===== src/rtl/fadd_issue.sv =====
// Issue/collect front end for a fixed-latency pipelined FP adder: operand issue
// register, tag/valid shift pipe, in-order result FIFO and credit-based flow control.
module fadd_issue #(
    parameter int LAT   = 2,
    parameter int DEPTH = 8,
    parameter int TAG_W = 6
) (
    input  logic             clk,
    input  logic             rst,
    input  logic             in_valid,
    output logic             in_ready,
    input  logic             in_op,
    input  logic [31:0]      in_s,
    input  logic [31:0]      in_t,
    input  logic [TAG_W-1:0] in_tag,
    output logic [31:0]      fa_s,
    output logic [31:0]      fa_t,
    input  logic [31:0]      fa_d,
    input  logic             fa_overflow,
    output logic             out_valid,
    input  logic             out_ready,
    output logic [31:0]      out_d,
    output logic [TAG_W-1:0] out_tag,
    output logic             out_overflow,
    output logic             busy
);
    localparam int CW = $clog2(DEPTH + 1);
    localparam int AW = (DEPTH > 1) ? $clog2(DEPTH) : 1;
    localparam int EW = 33 + TAG_W;

    function automatic logic [31:0] negate(input logic [31:0] v);
        return {~v[31], v[30:0]};
    endfunction

    function automatic logic [AW-1:0] inc_ptr(input logic [AW-1:0] p);
        return (p == AW'(DEPTH - 1)) ? '0 : p + 1'b1;
    endfunction

    logic fire, pop, wr_en;

    assign fire  = in_valid && in_ready;
    assign pop   = out_valid && out_ready;

    // Stage p0: issue register drives the adder operands
    logic [31:0] fa_s_q, fa_t_q;

    always_ff @(posedge clk) begin
        if (rst) begin
            fa_s_q <= '0;
            fa_t_q <= '0;
        end else if (fire) begin
            fa_s_q <= in_s;
            fa_t_q <= in_op ? negate(in_t) : in_t;
        end
    end

    assign fa_s = fa_s_q;
    assign fa_t = fa_t_q;

    // Stages p1..pLAT: tag/valid pipe tracks the adder latency
    logic [LAT:0]       vld_p;
    logic [TAG_W-1:0]   tag_p [LAT+1];

    always_ff @(posedge clk) begin
        if (rst) begin
            vld_p <= '0;
        end else begin
            vld_p <= {vld_p[LAT-1:0], fire};
        end
    end

    always_ff @(posedge clk) begin
        tag_p[0] <= in_tag;
        for (int k = 1; k <= LAT; k++) begin
            tag_p[k] <= tag_p[k-1];
        end
    end

    assign wr_en = vld_p[LAT];

    // Result FIFO capture, aligned with the adder output
    logic [EW-1:0]   mem [DEPTH];
    logic [AW-1:0]   wr_q, wr_d, rd_q, rd_d;
    logic [CW-1:0]   cnt_q, cnt_d, occ_q, occ_d;

    always_ff @(posedge clk) begin
        if (wr_en) begin
            mem[wr_q] <= {fa_overflow, tag_p[LAT], fa_d};
        end
    end

    always_comb begin
        wr_d  = wr_en ? inc_ptr(wr_q) : wr_q;
        rd_d  = pop ? inc_ptr(rd_q) : rd_q;
        cnt_d = cnt_q;
        case ({wr_en, pop})
            2'b10:   cnt_d = cnt_q + 1'b1;
            2'b01:   cnt_d = cnt_q - 1'b1;
            default: cnt_d = cnt_q;
        endcase
        // Credit covers ops still inside the adder as well as buffered results
        occ_d = occ_q;
        case ({fire, pop})
            2'b10:   occ_d = occ_q + 1'b1;
            2'b01:   occ_d = occ_q - 1'b1;
            default: occ_d = occ_q;
        endcase
    end

    always_ff @(posedge clk) begin
        if (rst) begin
            wr_q  <= '0;
            rd_q  <= '0;
            cnt_q <= '0;
            occ_q <= '0;
        end else begin
            wr_q  <= wr_d;
            rd_q  <= rd_d;
            cnt_q <= cnt_d;
            occ_q <= occ_d;
        end
    end

    logic [EW-1:0] head;

    assign head         = mem[rd_q];
    assign out_valid    = (cnt_q != '0);
    assign out_d        = out_valid ? head[31:0] : '0;
    assign out_tag      = out_valid ? head[TAG_W+31:32] : '0;
    assign out_overflow = out_valid ? head[EW-1] : 1'b0;
    assign in_ready     = (occ_q < CW'(DEPTH));
    assign busy         = (occ_q != '0);
endmodule


===== config.mk =====
export PLATFORM = sky130hd
export DESIGN_NAME = fadd_issue
export DESIGN_NICKNAME = d
export VERILOG_FILES = /design/src/rtl/fadd_issue.sv
export SDC_FILE = /design/constraint.sdc
export NUM_CORES = 1
export LEC_CHECK = 0
export BUFFER_PORTS_ARGS = -buffer_cell sky130_fd_sc_hd__buf_2
export CAP_MARGIN = 15
export CORE_MARGIN = 4
export CORE_UTILIZATION = 51
export CTS_CLUSTER_DIAMETER = 60
export DETAILED_ROUTE_END_ITERATION = 8
export HOLD_SLACK_MARGIN = 0.1
export PLACE_DENSITY_LB_ADDON = 0.08
export SETUP_SLACK_MARGIN = 0.3
export SYNTH_ARGS = -nofsm -noshare
export SYNTH_HDL_FRONTEND = slang
export SYNTH_SLANG_ARGS = --single-unit
export TNS_END_PERCENT = 20

===== constraint.sdc =====
create_clock -name clk -period 3.6 [get_ports clk]
set_input_delay 0.18 -clock clk [delete_from_list [all_inputs] [get_ports clk]]
set_output_delay 0.18 -clock clk [all_outputs]
set_load 0.01 [all_outputs]

=== Yosys cells after proc, flatten, opt, wreduce, memory -nomap -nowiden ===
Memories as Yosys holds them, arrays and structs flattened. A register that Yosys moved wholly into a read port is not among the register bits.
Cells that the tools add are included.

* Order comparisons: 1
* Muxes and demuxes: 12
* Bitwise logic cells: 1
* Add/sub/neg operators: 6
* Equality and inequality tests: 6
* Reductions and logical operators: 6

{| class="wikitable"
|+ Operators by type and width
! cell !! number
|-
| 32-bit two-way mux || 2
|-
| 4-bit case mux with 2 select lines || 2
|-
| 3-bit two-way mux || 4
|-
| 4-bit by 1-bit adder with 4-bit output (second input constant) || 2
|-
| 4-bit nonzero test || 2
|-
| 4-bit by 1-bit subtractor with 4-bit output (second input constant) || 2
|-
| 3-bit by 1-bit adder with 3-bit output (second input constant) || 2
|-
| 3-bit == test (second input constant) || 2
|-
| 6-bit two-way mux || 1
|-
| 2-bit by 1-bit == test with 1-bit output (second input constant) || 2
|-
| 2-bit == test (second input constant) || 2
|-
| 4-bit < comparator (second input constant) || 1
|-
| 2-bit nonzero test || 2
|-
| 1-bit two-way mux || 3
|-
| 1-bit logical AND || 2
|-
| 1-bit inverter || 1
|}

* Bits of input ports: 108
* Word-level logic and storage cells: 41
* Output and inout port bits: 106
* Bits in registers: 81
* Memories: 2
* Memory bits (writable): 330

{| class="wikitable"
|+ Memories
! name !! words !! bits a word !! read ports !! clocked after Yosys merged registers in !! write ports !! line !! RTL
|-
| mem || 8 || 39 || 1 || 1 || 1 || 82 || <nowiki>logic [EW-1:0] mem [DEPTH];</nowiki>
|-
| tag_p || 3 || 6 || 3 || 0 || 3 || 62 || <nowiki>logic [TAG_W-1:0] tag_p [LAT+1];</nowiki>
|}

=== Logic depth before layout (Yosys ltp) ===
* Depth after elaboration: 4
* Mapped depth: 11
* Gate-level depth less buffers: 11

=== Least setup slack after synthesis ===
Ideal clock, no wire load.

* Path type: register to register
* Start: reg vld_p[2]
* End: mem mem[0][0] (netlist name) (enable)
* Data arrival time: 3,195 ps
* Data required time: 3,116 ps
* Path slack: -78 ps
* Clock period less this slack: 3,678 ps
* Buffers on the path: 0
* Library setup time: 484 ps
* Cell stages (with the launch flop): 3
* Cell sequence: dfxtp_1 > nand2b_1 > nor3_1

* Longest elaborated chain between the ends: 2

{| class="wikitable"
|+ Ends and longest elaborated chain
! element !! line !! RTL
|-
| start, declared || 61 || <nowiki>logic [LAT:0] vld_p;</nowiki>
|-
| start signal, assigned || 68 || <nowiki>vld_p <= {vld_p[LAT-1:0], fire};</nowiki>
|-
| 1-bit two-way mux || 87 || <nowiki>if (wr_en) begin</nowiki>
|-
| 1-bit two-way mux (implied by the code) || 88 || <nowiki>mem[wr_q] <= {fa_overflow, tag_p[LAT], fa_d};</nowiki>
|-
| end, declared || 82 ||
|}

No other way between the ends.

==> results.cfg <==
[clocking]
clock-root-buffer = clkbuf_16
cts_resized = 0
cts.clk_slew.worst_paths_ns = 0.06
cts_tree = done
insertion_delay_ns = 0.52
cts_buffers = 42
cts.sinks = 414
cts_buffer_depth = 3
htree_levels = 2

[floorplanning]
design.die.area_mm2 = 0.03297
fp.dieW_um = 181.6
die_h_um = 181.6
start_util_pct = 51.72
rows = 63
core_region_area_mm2 = 0.02972
boundaryPins = 214

[placed_design]
placed_cell_area_mm2 = 0.01697
gp_congestion = 0.7502
dpl.hpwl_um = 18470
port_buffers = 213

[synth]
synthAdderAreaFrac_pct = 0.8141
synthMuxAreaShare_pct = 14.38
synth_ff_type = edfxtp_1
synth-edff-count = 312
synthesis.nets = 1022
synth.avg_cell_area_um2 = 17.00
async_reset_ff_share_pct = 0
yosys_warnings = 0
synth_cell_types = 35
synth_top_family_by_area = multiplexers
synth-xor-area-share_pct = 0.3989
ys_seq_elements = 414
synth-compound-area-share_pct = 2.662
netlist_area_mm2 = 0.01537
ys_seq_area_share_pct = 74.25
yosys.area_share.simple_pct = 5.642
postSynthCellCount = 904

[critical_path]
crit_type = flip-flop to output port
rrSetupSlack_ns = 1.17
rr_endpoint = occ_q[2]$_SDFFE_PP0P_
crit_path_end_kind = output port
critical_path_arrival_ns = 2.50
reg2reg_depth = 11
crit_path_start_kind = flip-flop
cp_data_required_time_ns = 3.42
r2r_start = cnt_q[0]$_SDFFE_PP0P_
critPathMaxFanout = 23

[final_layout]
final_cell_mix = 312 x edfxtp_1, 213 x buf_2, 135 x nand2_1
drive_above_1_share_pct = 30.71
final_common_cell = edfxtp_1
syn2layout_area_growth_pct = 26.42
nets = 1354
final_area_mm2 = 0.01943

[min_path]
hold-path-cell-count = 2
holdCritPathClass = input port to flip-flop
min_from = rst
min_delay_worst_endpoint = occ_q[0]$_SDFFE_PP0P_

[routing]
wl_met3_um = 1723
vias = 8772
drt_iter0_markers = 502
wl_um = 32650
wl_per_cell_um = 19.63
dr.pass1.iters = 5
top_layer = met5
wl_met1_um = 13890
post-route-drc-count = 0
via_per_inst = 5.275
route.met2.wl_um = 16270
ant_nets = 0

[sta]
setup_violations = 0
slew_violations = 0
rsz0062_at_grt = false
finalCritPeriodShare_pct = 74.34
max_slew_margin_pct = 41.58
clock.fmax_ghz = 0.3737
finalHoldViolCount = 0
finClkSkew_ns = 0.009801
worst_pin_slew_ns = 0.8764
period_minus_slack_ns = 2.676

[global_routing]
grt_pass1_wl_um = 51810
grt_max_degree = 66
grt_overflow = 0
grt_pass1_vias = 9347
antenna_found_initial = 4
grt_usage_pct = 19.91

[outcome]
outcome = completed

[power_and_ir_drop]
p_per_area_mw_per_mm2 = 558.6
p_leak_nw = 6.945
ir_drop_v = 0.0004430
total_power_mw = 10.85

[job]
maxCapViolCount = 0
## worst max path at each step
stage,to,slack (ns),depth (start not counted)
finish,out_overflow,0.92,5
global route,out_tag[4],0.72,5
CTS,out_d[3],0.81,5
detailed placement,occ_q[2]$_SDFFE_PP0P_,1.22,11
global placement,cnt_q[3]$_SDFFE_PP0P_,1.29,9
floorplan,mem[4][0]$_DFFE_PP_,-0.08,2
## layer usage
layer / track usage [%] / vias up
met5: 0 / -
met4: 5.644 / 2
met3: 4.387 / 57
met2: 33.57 / 232
met1: 26.39 / 4393
li1: - / 4088
## cell type report
class | count | area, um^2
Antenna cell | 3 | 7.507
Clock buffer | 65 | 1251
Clock inverter | 13 | 153.9
Fill cell | 2101 | 10290
Inverter | 5 | 18.77
Multi-Input combinational cell | 434 | 3750
Sequential cell | 414 | 11420
Tap cell | 390 | 488.0
Timing Repair Buffer | 339 | 2337
## stage by stage
| step | instances | hold WS, ns | TNS (ns) | util [%] | worst slack (ns) |
|---|---|---|---|---|---|
| after detailed placement | 1477 | 0.2836 | 0 | 57.09 | 1.221 |
| after CTS | 1660 | 0.1528 | 0 | 65.35 | 0.8095 |
| after floorplan | 904 | 0.2077 | -2.951 | - | -0.07566 |
| final | 1663 | 0.1643 | 0 | 65.38 | 0.9238 |
| after global routing | 1663 | 0.1777 | 0 | 65.38 | 0.7156 |
| after global placement | 1477 | 0.2824 | 0 | 57.09 | 1.288 |
## synth_stat cells, types with 4 or more instances
cell type  count  area (um^2)
dfxtp_1      102         2042
a21oi_1       71        355.3
xor2_1         6        52.55
nor3_1         4        20.02
edfxtp_1     312         9369
o21ai_0        4        20.02
mux4_2        78         1757
inv_1          4        15.01
clkbuf_1      28        105.1
buf_1          4        15.01
mux2i_1       43        430.4
nor2b_1        5        31.28
buf_2         15        75.07
nand2_1      135        506.7
ha_1          10        125.1
nor2_1        57        214.0
## report_power, final
part / leakage [nW] / switching (mW) / internal (mW)
clock: 0.677 / 1.72 / 2.62
combinational: 2.62 / 0.622 / 0.580
sequential: 3.65 / 0.0982 / 5.22
## registers in the layout (all words and copies together), names as in the netlist, named ones only
register and cells:
wr_q 3, fa_t 32, tag_p 18, fa_s 32
occ_q 4, rd_q 3, cnt_q 4, mem 312
vld_p 3
## what timing repair did
item / in CTS / in global routing
endpoints found under the hold margin: 340 / 0
setup endpoints to repair: 0 / 0
setup buffers: 0 / 0
hold buffers: 105 / 0
## worst max-delay path, stage by stage, from the launching register on
cell and delay (ns):
dfxtp_4 0.65, buf_4 0.35, mux4_2 0.54, mux2i_1 0.14, nor2_1 0.10, buf_2 0.19
## cells by family after synthesis
group,after synthesis
mux,123
xor+xnor,7
simple gates,214
buf+inv,56
fa+ha+maj,10
flops,414
compound gates,80
(Power assumes the default switching activity.)
